$ cat src/rtl/led_bank_pkg.sv
// Shared types and helpers for the LED driver bank: channel modes, burst
// sequencer states and the counter-width helper.
package led_bank_pkg;

  typedef enum logic [1:0] {
    MODE_OFF   = 2'd0,
    MODE_ON    = 2'd1,
    MODE_BLINK = 2'd2,
    MODE_BURST = 2'd3
  } mode_t;

  typedef enum logic [1:0] {
    B_ON    = 2'd0,
    B_OFF   = 2'd1,
    B_PAUSE = 2'd2
  } burst_state_t;

  // Width for a counter that must reach (largest of a, b, c) - 1; never below 1 bit.
  function automatic int clog2_max(input int a, input int b, input int c);
    int m;
    m = a;
    if (b > m) m = b;
    if (c > m) m = c;
    return (m < 2) ? 1 : $clog2(m);
  endfunction

endpackage

$ cat src/rtl/tick_prescaler.sv
// Free-running clock divider producing a single-cycle tick every DIV enabled
// cycles; the count freezes while enable_i is low.
module tick_prescaler #(
  parameter int DIV = 50_000
) (
  input  logic fpga_CLK,
  input  logic fpga_NRST,
  input  logic enable_i,
  output logic tick_o
);

  if (DIV < 2) begin : g_div_chk
    $error("tick_prescaler: DIV must be at least 2");
  end

  localparam int DW = (DIV < 2) ? 1 : $clog2(DIV);
  localparam logic [DW-1:0] DIV_TERM = DW'(DIV - 1);

  logic [DW-1:0] div_cnt;

  // Combinational so the tick lines up with the wrap edge of div_cnt.
  assign tick_o = enable_i && (div_cnt == DIV_TERM);

  always_ff @(posedge fpga_CLK or negedge fpga_NRST) begin
    if (!fpga_NRST) begin
      div_cnt <= '0;
    end else if (enable_i) begin
      div_cnt <= tick_o ? '0 : div_cnt + 1'b1;
    end
  end

endmodule

$ cat src/rtl/led_blink_bank.sv
// Bank of N_CH LED drivers (OFF / ON / BLINK / BURST) stepped by one shared
// prescaler tick; each channel restarts its pattern whenever its mode changes.
module led_blink_bank
  import led_bank_pkg::*;
#(
  parameter int CLK_FREQ    = 50_000_000,
  parameter int TICK_FREQ   = 1000,
  parameter int N_CH        = 4,
  parameter int HALF_PERIOD = 500,
  parameter int PULSE_LEN   = 100,
  parameter int PAUSE_LEN   = 1000,
  parameter int BURST_LEN   = 3
) (
  input  logic              fpga_CLK,
  input  logic              fpga_NRST,
  input  logic              enable_i,
  input  logic [2*N_CH-1:0] mode_i,
  output logic              tick_o,
  output logic [N_CH-1:0]   led_o
);

  localparam int DIV  = CLK_FREQ / TICK_FREQ;
  localparam int PH_W = clog2_max(HALF_PERIOD, PULSE_LEN, PAUSE_LEN);
  localparam int PC_W = $clog2(BURST_LEN + 1);

  localparam logic [PH_W-1:0] HP_TERM    = PH_W'(HALF_PERIOD - 1);
  localparam logic [PH_W-1:0] PULSE_TERM = PH_W'(PULSE_LEN - 1);
  localparam logic [PH_W-1:0] PAUSE_TERM = PH_W'(PAUSE_LEN - 1);
  localparam logic [PC_W-1:0] BURST_TERM = PC_W'(BURST_LEN);

  if (DIV < 2 || HALF_PERIOD < 1 || PULSE_LEN < 1 || PAUSE_LEN < 1 || BURST_LEN < 1) begin : g_param_chk
    $error("led_blink_bank: DIV must be >= 2 and every length parameter >= 1");
  end

  logic tick;

  tick_prescaler #(
    .DIV (DIV)
  ) u_prescaler (
    .fpga_CLK  (fpga_CLK),
    .fpga_NRST (fpga_NRST),
    .enable_i  (enable_i),
    .tick_o    (tick)
  );

  assign tick_o = tick;

  for (genvar c = 0; c < N_CH; c++) begin : g_ch
    mode_t             mode_q;
    mode_t             mode_nx;
    burst_state_t      bstate;
    logic [PH_W-1:0]   phase_cnt;
    logic [PC_W-1:0]   pulse_cnt;
    logic              led_q;

    assign mode_nx  = mode_t'(mode_i[2*c +: 2]);
    assign led_o[c] = led_q;

    always_ff @(posedge fpga_CLK or negedge fpga_NRST) begin
      if (!fpga_NRST) begin
        mode_q    <= MODE_OFF;
        bstate    <= B_ON;
        phase_cnt <= '0;
        pulse_cnt <= '0;
        led_q     <= 1'b0;
      end else if (mode_nx != mode_q) begin
        // Entry wins over a coincident tick so every pattern starts from a clean phase.
        mode_q    <= mode_nx;
        bstate    <= B_ON;
        phase_cnt <= '0;
        pulse_cnt <= '0;
        led_q     <= (mode_nx != MODE_OFF);
      end else if (tick) begin
        case (mode_q)
          MODE_OFF: led_q <= 1'b0;
          MODE_ON:  led_q <= 1'b1;
          MODE_BLINK: begin
            if (phase_cnt == HP_TERM) begin
              phase_cnt <= '0;
              led_q     <= ~led_q;
            end else begin
              phase_cnt <= phase_cnt + 1'b1;
            end
          end
          MODE_BURST: begin
            case (bstate)
              B_ON: begin
                if (phase_cnt == PULSE_TERM) begin
                  phase_cnt <= '0;
                  pulse_cnt <= pulse_cnt + 1'b1;
                  bstate    <= B_OFF;
                  led_q     <= 1'b0;
                end else begin
                  phase_cnt <= phase_cnt + 1'b1;
                end
              end
              B_OFF: begin
                if (phase_cnt == PULSE_TERM) begin
                  phase_cnt <= '0;
                  if (pulse_cnt == BURST_TERM) begin
                    pulse_cnt <= '0;
                    bstate    <= B_PAUSE;
                  end else begin
                    bstate    <= B_ON;
                    led_q     <= 1'b1;
                  end
                end else begin
                  phase_cnt <= phase_cnt + 1'b1;
                end
              end
              B_PAUSE: begin
                if (phase_cnt == PAUSE_TERM) begin
                  phase_cnt <= '0;
                  bstate    <= B_ON;
                  led_q     <= 1'b1;
                end else begin
                  phase_cnt <= phase_cnt + 1'b1;
                end
              end
              default: begin
                phase_cnt <= '0;
                pulse_cnt <= '0;
                bstate    <= B_ON;
                led_q     <= 1'b1;
              end
            endcase
          end
          default: led_q <= 1'b0;
        endcase
      end
    end
  end

endmodule

$ cat config.mk
export PLATFORM = sky130hd
export DESIGN_NAME = led_blink_bank
export DESIGN_NICKNAME = d
export VERILOG_FILES = /design/src/rtl/led_bank_pkg.sv /design/src/rtl/tick_prescaler.sv /design/src/rtl/led_blink_bank.sv
export SDC_FILE = /design/constraint.sdc
export NUM_CORES = 1
export LEC_CHECK = 0
export ABC_AREA = 1
export CELL_PAD_IN_SITES_DETAIL_PLACEMENT = 0
export CELL_PAD_IN_SITES_GLOBAL_PLACEMENT = 1
export CORE_UTILIZATION = 45
export DETAILED_ROUTE_END_ITERATION = 12
export GPL_ROUTABILITY_DRIVEN = 0
export PLACE_DENSITY_LB_ADDON = 0.1
export SLEW_MARGIN = 10
export SYNTH_ARGS = -nofsm -noshare
export SYNTH_HDL_FRONTEND = slang
export SYNTH_HIERARCHICAL = 1
export SYNTH_SLANG_ARGS = --single-unit
$ cat constraint.sdc
create_clock -name fpga_CLK -period 3.24 [get_ports fpga_CLK]
set_clock_uncertainty 0.15 [all_clocks]
set_input_delay 0.648 -clock fpga_CLK [delete_from_list [all_inputs] [get_ports fpga_CLK]]
set_output_delay 0.648 -clock fpga_CLK [all_outputs]
set_load 0.02 [all_outputs]
==> results.cfg, run 1 <==
[finish]
final_area_um2 = 6664
diodes = 0
final_cells = 1122
syn_to_final_growth_pct = 8.011
drive_gt1_frac = 0.1004
nFillCells = 1381
final_nets = 962

[place]
place_area_um2 = 6394
dp_slack_ns = 0.2069
numPortBuffers = 15
dp_hpwl_um = 10540
dp_cells = 1107

[clock_network]
cts_num_sinks = 84
clk_pin_slew_ns = 0.06
root_buffer = clkbuf_16
post_cts_resized = 0
cts_tree = done
cts_setup_buffers = 0
numCtsBuffers = 9
clk_path_buf_depth = 2
hold_buffers = 0
clk_latency_ns = 0.35
htreeDepth = 3

[timing]
worst_slack_ns = 0.2215
hold_viol_final = 0
fmax_mhz = 331.3
fin_setup_tns_ns = 0
worstMarginPinSlew_ns = 0.6639
fin_crit_sh = 0.9316
rsz0062_at_grt = false
finalSetupViolations = 0
maxSlewViolCount = 0
final.min_clock_period_ns = 3.018
slew_headroom = 0.5574

[routing]
wirelength_um = 14130
first_iter_violations = 441
vias = 5766
drc = 0
vias_per_cell = 5.139
dr.pass1.iters = 5
wl_per_cell_um = 12.59
ant_nets = 0

[global_routing]
antenna_found_initial = 0
grtUsageTotal = 0.2133
grt_max_degree = 51
overflow = 0
first_global_vias = 5407
grt_pass1_wl_um = 24650

[floorplan]
die_x_um = 119.1
initial_utilization = 0.4641
std_cell_rows = 42
design.portCount = 16
dieArea_um2 = 14180
die_y_um = 119.1
core_um2 = 13300

[yosys]
synth_cell_type_count = 38
ys_seq_elements = 84
synthArstFlopShare = 1.000
syn_inst = 935
synth_area_leaders = dfrtp_1 (34%), nand2_1 (17%), inv_1 (7.5%)
yosysTopAreaCell = dfrtp_1
syn_avg_cell_area_um2 = 6.599
yosysWarningCount = 6
ys.flop_type = dfrtp_1
synth_top_area_frac = 0.3407
syn-num-nets = 955
yosysMostFrequentCell = nand2_1
synth_edf_count = 0
synth_commonest_cells = nand2_1 (284), inv_1 (123), nor2_1 (108)
ys_seq_area_frac = 0.3407
syn-cell-area_um2 = 6170

[power_and_ir_drop]
p_leak_nw = 3.308
total_power_mw = 2.759
irDropWorstVdd_mv = 0.2920
power_density_nw_per_um2 = 414.0

[setup_path]
crit_arrival_ns = 2.22
end_kind = primary output
r2r_start = u_prescaler/div_cnt[0]
cp_max_fo = 2
cp.required_ns = 2.44
start_kind = input pin
critPathKind = input pin to primary output
critPathLaunch = enable_i

[status]
status = finished clean

[min_path]
hold_class = input pin to async pin

[job]
cap_violations = 0
[worst max-delay path: stages]
cell and delay (ns):
clkdlybuf4s50_1 0.51, nand3_1 0.09, nor2_1 0.14, nand2_1 0.10, nor2_4 0.12, clkdlybuf4s50_1 0.61
[cell usage in the layout, fill, tap and decap left out, types with 2 or more instances in the layout]
| cell type | synthesis | routed |
|---|---|---|
| a21boi_1 | 4 | 4 |
| a21boi_2 | 2 | 2 |
| a21oi_1 | 15 | 15 |
| a21oi_2 | 4 | 4 |
| buf_4 | 4 | 5 |
| clkbuf_1 | 6 | 2 |
| clkbuf_16 | 0 | 9 |
| clkbuf_8 | 0 | 2 |
| clkdlybuf4s50_1 | 0 | 14 |
| clkinv_2 | 0 | 2 |
| dfrtp_1 | 84 | 84 |
| ha_1 | 9 | 9 |
| inv_1 | 123 | 123 |
| inv_2 | 17 | 17 |
| inv_4 | 2 | 2 |
| nand2_1 | 284 | 284 |
| nand2_2 | 9 | 9 |
| nand2_4 | 4 | 4 |
| nand3_1 | 84 | 84 |
| nand3_2 | 13 | 13 |
| nand4_1 | 35 | 35 |
| nor2_1 | 108 | 108 |
| nor2_2 | 9 | 9 |
| nor2_4 | 6 | 6 |
| nor3_1 | 8 | 8 |
| o211ai_1 | 4 | 4 |
| o21ai_0 | 51 | 51 |
| o21ai_1 | 12 | 12 |
| o21ai_2 | 4 | 4 |
| o21bai_1 | 5 | 5 |
| or2_2 | 2 | 2 |
| xnor2_1 | 2 | 2 |
| xor2_1 | 5 | 5 |
[flip-flops by register name (all words and copies together), names as in the netlist]
signal and flops:
g_ch.bstate 8, g_ch.led_q 4, g_ch.mode_q 8, g_ch.phase_cnt 40, g_ch.pulse_cnt 8, u_prescaler/div_cnt 16
[final timing paths]
check	endpoint	slack, ns	cells past startpoint
min in group fpga_CLK	g_ch[3].pulse_cnt[1]	0.34	2
max	tick_o	0.22	6
min reg2reg	g_ch[3].pulse_cnt[1]	0.34	2
max reg2reg	g_ch[2].phase_cnt[2]	0.79	13
max in group asynchronous	g_ch[0].phase_cnt[3]	1.99	2
min	g_ch[3].phase_cnt[5]	0.19	1
[per-layer routing]
metal / track usage / vias to the layer above / wire [µm]
met5: 0 / - / 0
met4: 0.05063 / 0 / 159
met3: 0.04310 / 15 / 477
met2: 0.3568 / 91 / 6535
met1: 0.2815 / 2682 / 6952
li1: - / 2978 / -
[cell type report]
cell class / count / area (µm²) / area share
tap: 176 / 220.2 / 0.03305
multi-input combinational: 685 / 3344 / 0.5019
clock buffer: 13 / 260.3 / 0.03905
sequential: 84 / 2102 / 0.3154
inverter: 143 / 549.3 / 0.08243
timing repair buffer: 19 / 177.7 / 0.02666
clock inverter: 2 / 10.01 / 0.001502
[report_power, final]
part	switching [mW]	leakage [nW]	total, mW	internal [mW]
clock	0.419	0.135	0.974	0.556
combinational	0.360	2.08	0.544	0.184
sequential	0.0992	1.09	1.24	1.14
total	0.878	3.31	2.76	1.88
[stage by stage]
step,util,hold slack [ns]
final,0.5012,0.1920
after detailed placement,0.4809,0.3245
after CTS,0.5012,0.2116
after global placement,0.4809,0.3102
after global routing,0.5012,0.2359
after floorplan,-,0.2024
[kinds of logic after synthesis]
family	Yosys count	share of synthesized area
AND/OR/NAND/NOR	568	0.4198
adder cells (fa/ha/maj)	9	0.01825
buffers and inverters	166	0.1172
XOR/XNOR	7	0.009937
flip-flops	84	0.3407
AO/OA/AOI/OAI	101	0.09410
No activity file was read; power rests on OpenSTA's default activity.
==> inputs of run 2 (changes only) <==
Settings changed: CTS_CLUSTER_DIAMETER set to 60, TNS_END_PERCENT set to 20.
==> results of run 2 <==
Same layout as run 1: the final DEF is identical, and so are final timing and power.
==> patch 1, RTL diff (config.mk and constraints of run 2) <==
Register the input `mode_i` before use, without a reset. The logic sees it one clock later. The other inputs are not delayed to match.
--- a/src/rtl/led_blink_bank.sv
+++ b/src/rtl/led_blink_bank.sv
@@ -29,4 +29,10 @@
   localparam logic [PC_W-1:0] BURST_TERM = PC_W'(BURST_LEN);
 
+  logic [2*N_CH-1:0] mode_r;
+
+  always_ff @(posedge fpga_CLK) begin
+    mode_r <= mode_i;
+  end
+
   if (DIV < 2 || HALF_PERIOD < 1 || PULSE_LEN < 1 || PAUSE_LEN < 1 || BURST_LEN < 1) begin : g_param_chk
     $error("led_blink_bank: DIV must be >= 2 and every length parameter >= 1");
@@ -54,5 +60,5 @@
     logic              led_q;
 
-    assign mode_nx  = mode_t'(mode_i[2*c +: 2]);
+    assign mode_nx  = mode_t'(mode_r[2*c +: 2]);
     assign led_o[c] = led_q;
 
Behaviour: not the same (a bounded check fails within 4 cycles, from zero or initial values and one cycle with fpga_NRST low).
==> patch 1 against run 2 <==
Critical path depth is the same. Design area is 3.4% higher. Area after synthesis is 3.0% higher. Total power is 5.5% higher. Sequential cell count is 8 higher. Clock power increased by 4%. Routed wire length is 1.2% higher. Worst setup slack improved by 52 ps. Largest cell class unchanged.
==> patch 1: results (changes against run 2) <==
| Metric | Value |
|---|---|
| Routed len/inst | `12.4 um (was 12.6 um)` |
| First-pass GRT wire length | `25300 um (was 24700 um)` |
| Area of the multi-input gates | `3410 um2 (was 3340 um2)` |
| GR Util met1 | `29.5% (was 28.1%)` |
| Worst-path fanout max | `3 (was 2)` |
| Placement Cell Area | `6610 um2 (was 6390 um2)` |
| Hold_ws | `131 ps (was 192 ps)` |
| NonClk Buf Share | `2.65% (was 2.67%)` |
| Seq area share | `32.8% (was 31.5%)` |
| Sequential element share of the synthesized area | `35.6% (was 34.1%)` |
| Clock sink total | `92 (was 84)` |
| Design area | `6890 um2 (was 6660 um2)` |
| Worst-path clk slew | `around 70 ps` |
| Wl on met1 | `7110 um (was 6950 um)` |
| Worst Tran Pin Value | `554 ps (was 664 ps)` |
| Pre-CTS setup slack | `267 ps (was 207 ps)` |
| Metal3 WL | `444 um (was 477 um)` |
| Clock buffer cells | `11 (was 13)` |
| Mean number of vias per cell | `5.12 (was 5.14)` |
| Gr usage total | `21.4% (was 21.3%)` |
| Largest net degree at the start of global routing | `45 (was 51)` |
| Clock share of power | `34.7% (was 35.3%)` |
| GR Util met3 | `3.48% (was 4.31%)` |
| Status | `completed (unchanged)` |
| P&R area growth vs syn | `8.34% (was 8.01%)` |
| R2R Setup Slk | `890 ps (was 790 ps)` |
| Clock-cell share | `4.03% (was 4.06%)` |
| Vias in the first global route | `5529 (was 5407)` |
| Switching share of power | `32.1% (was 31.8%)` |
| Async S/R FF share, synth | `91.3% (was 100%)` |
| Data arrival, critical path | `2170 ps (was 2220 ps)` |
| Peak VDD IR | `308 uV (was 292 uV)` |
| Non-clk bufs | `18 (was 19)` |
| Share of cells above drive strength 1 | `8.53% (was 10.0%)` |
| Final #Nets | `988 (was 962)` |
| Met2 layer usage reported by global route | `34.1% (was 35.7%)` |
| P_sw | `0.000932 W (was 0.000878 W)` |
| WL met2 | `6520 um (was 6540 um)` |
| Mapped Avg Cell Area | `6.62 um2 (was 6.60 um2)` |
| Register-to-Register Path Depth | `12 (was 13)` |
| Synth Net Count | `981 (was 955)` |
| Placed cells | `1137 (was 1107)` |
| Static leakage | `3.40 nW (was 3.31 nW)` |
| Largest cells by area after synthesis | `dfrtp_1, nand2_1, nor2_1, inv_1, nand3_1 (was dfrtp_1, nand2_1, inv_1, nand3_1, nor2_1)` |
| #MultiIn Comb | `707 (was 685)` |
| Sequential Power | `0.00135 W (was 0.00124 W)` |
| Finished Layout Cells | `1153 (was 1122)` |
[patch 1: cell types whose count changed after synthesis, moves of 4 or more]
cell / delta
nor2_1: +19
nand3_1: +10
dfxtp_1: +8
nand2_1: +7
nand3_2: -6
nor2_2: -6
o21ai_0: +6
nand4_1: -5
inv_2: -4
o21bai_1: -4
[patch 1: how the worst max path moves through the flow]
stage                   from                    to  slack (ps)  cells past startpoint
finish              enable_i                tick_o         270                      6
global route        enable_i                tick_o         160                      6
CTS                 enable_i                tick_o         260                      6
detailed placement  enable_i                tick_o         270                      6
global placement    enable_i                tick_o         260                      6
floorplan           enable_i  g_ch[2].phase_cnt[1]         920                     12
[patch 1: cells by family after synthesis]
logic type / share of synthesized area [%]
AND/OR/NAND/NOR: 41.2
AO/OA/AOI/OAI: 9.84
XOR/XNOR: 0.827
flip-flops: 35.6
buffers and inverters: 10.8
adder cells (fa/ha/maj): 1.77
[patch 1: worst max-delay path: cells and delay by family]
family                 cells  cell delay (ps)
buffers and inverters      2             1100
and+or+nand+nor            4              430
==> patch 2, RTL diff (config.mk and constraints of run 2) <==
Without the edit above. Change the parameter `TICK_FREQ` from 1000 to 2000.
--- a/src/rtl/led_blink_bank.sv
+++ b/src/rtl/led_blink_bank.sv
@@ -5,5 +5,5 @@
 #(
   parameter int CLK_FREQ    = 50_000_000,
-  parameter int TICK_FREQ   = 1000,
+  parameter int TICK_FREQ   = 2000,
   parameter int N_CH        = 4,
   parameter int HALF_PERIOD = 500,
Function: no difference found for any inputs over 4 cycles, from zero or initial values and one cycle with fpga_NRST low; that may be too few to reach the edited logic, so the function may still have changed.
==> patch 2 against run 2 <==
Worst setup slack improved by 37 ps. First-iteration DRC count decreased by 17%. Design area decreased by 2.1%. Combinational power about the same. Routed wire length decreased by 4.7%. Area after synthesis decreased by 3.3%. Total power increased by 4.6%. Sequential cell count decreased by 1. Critical endpoint unchanged. Largest power group unchanged. Highest routed layer unchanged.
==> patch 2: results (changes against run 2) <==
| Metric | Value |
|---|---|
| Status | `completed (unchanged)` |
| Sequential element share of the synthesized area | `34.8% (was 34.1%)` |
| Biggest registers after layout | `g_ch.phase_cnt (40), u_prescaler/div_cnt (15) (was g_ch.phase_cnt (40), u_prescaler/div_cnt (16))` |
| Signal inverters | `136 (was 143)` |
| Mapped Avg Cell Area | `6.61 um2 (was 6.60 um2)` |
| Largest cells by area after synthesis | `dfrtp_1, nand2_1, nand3_1, inv_1, nor2_1 (was dfrtp_1, nand2_1, inv_1, nand3_1, nor2_1)` |
| Vias in the first global route | `5115 (was 5407)` |
| Pre-CTS setup slack | `270 ps (was 207 ps)` |
| NonClk Buf Share | `2.80% (was 2.67%)` |
| P&R area growth vs syn | `9.33% (was 8.01%)` |
| Post-Synth XOR/XNOR Area | `1.47% (was 0.994%)` |
| Switching share of power | `31.2% (was 31.8%)` |
| #MultiIn Comb | `662 (was 685)` |
| Non-clk bufs | `18 (was 19)` |
| Most frequent cells after synthesis | `nand2_1, inv_1, nor2_1, nand3_1, dfrtp_1 (was nand2_1, inv_1, nor2_1, dfrtp_1, nand3_1)` |
| Mean number of vias per cell | `5.12 (was 5.14)` |
| Routed Wire Length | `13500 um (was 14100 um)` |
| Static leakage | `3.23 nW (was 3.31 nW)` |
| First-pass GRT wire length | `23000 um (was 24700 um)` |
| Final #Nets | `930 (was 962)` |
| Peak VDD IR | `259 uV (was 292 uV)` |
| Synth Area in Compound Gates | `9.67% (was 9.41%)` |
| # rows | `41 (was 42)` |
| FF+latch count, synth | `83 (was 84)` |
| Clock share of power | `38.3% (was 35.3%)` |
| # fillers | `1276 (was 1381)` |
| Finished Layout Cells | `1087 (was 1122)` |
| Sequential power share | `42.8% (was 45.0%)` |
| Worst-path fanout max | `5 (was 2)` |
| Met2 layer usage reported by global route | `33.6% (was 35.7%)` |
| GR Util met3 | `2.52% (was 4.31%)` |
| DP Wirelength | `9930 um (was 10500 um)` |
| Clock-cell share | `4.87% (was 4.06%)` |
| WL met2 | `6020 um (was 6540 um)` |
| GR Util met1 | `29.8% (was 28.1%)` |
==> patch 2: cell count changes after synthesis, sizes merged, moves of 2 or more <==
| cell | before | now |
|---|---|---|
| o21bai | 5 | 3 |
| nand2 | 298 | 279 |
| a21oi | 19 | 17 |
| nand4 | 36 | 38 |
| inv | 143 | 136 |
| nor2 | 123 | 118 |
| buf | 17 | 15 |
| xor2 | 5 | 8 |
| nand3 | 97 | 95 |
| a21boi | 6 | 8 |
==> patch 2: critical path: cells and delay by family <==
kind	cells	cell delay [ps]
buffers and inverters	3	1210
and+or+nand+nor	3	320
==> patch 2: worst paths after layout <==
check / endpoint / slack (ps)
worst max register to register: g_ch[1].phase_cnt[6] / 700
worst min register to register: g_ch[2].pulse_cnt[1] / 330
min in group fpga_CLK: g_ch[2].pulse_cnt[1] / 330
max in group asynchronous: g_ch[0].bstate[1] / 2170
worst max-delay path: tick_o / 260
worst min-delay path: g_ch[2].phase_cnt[5] / 130
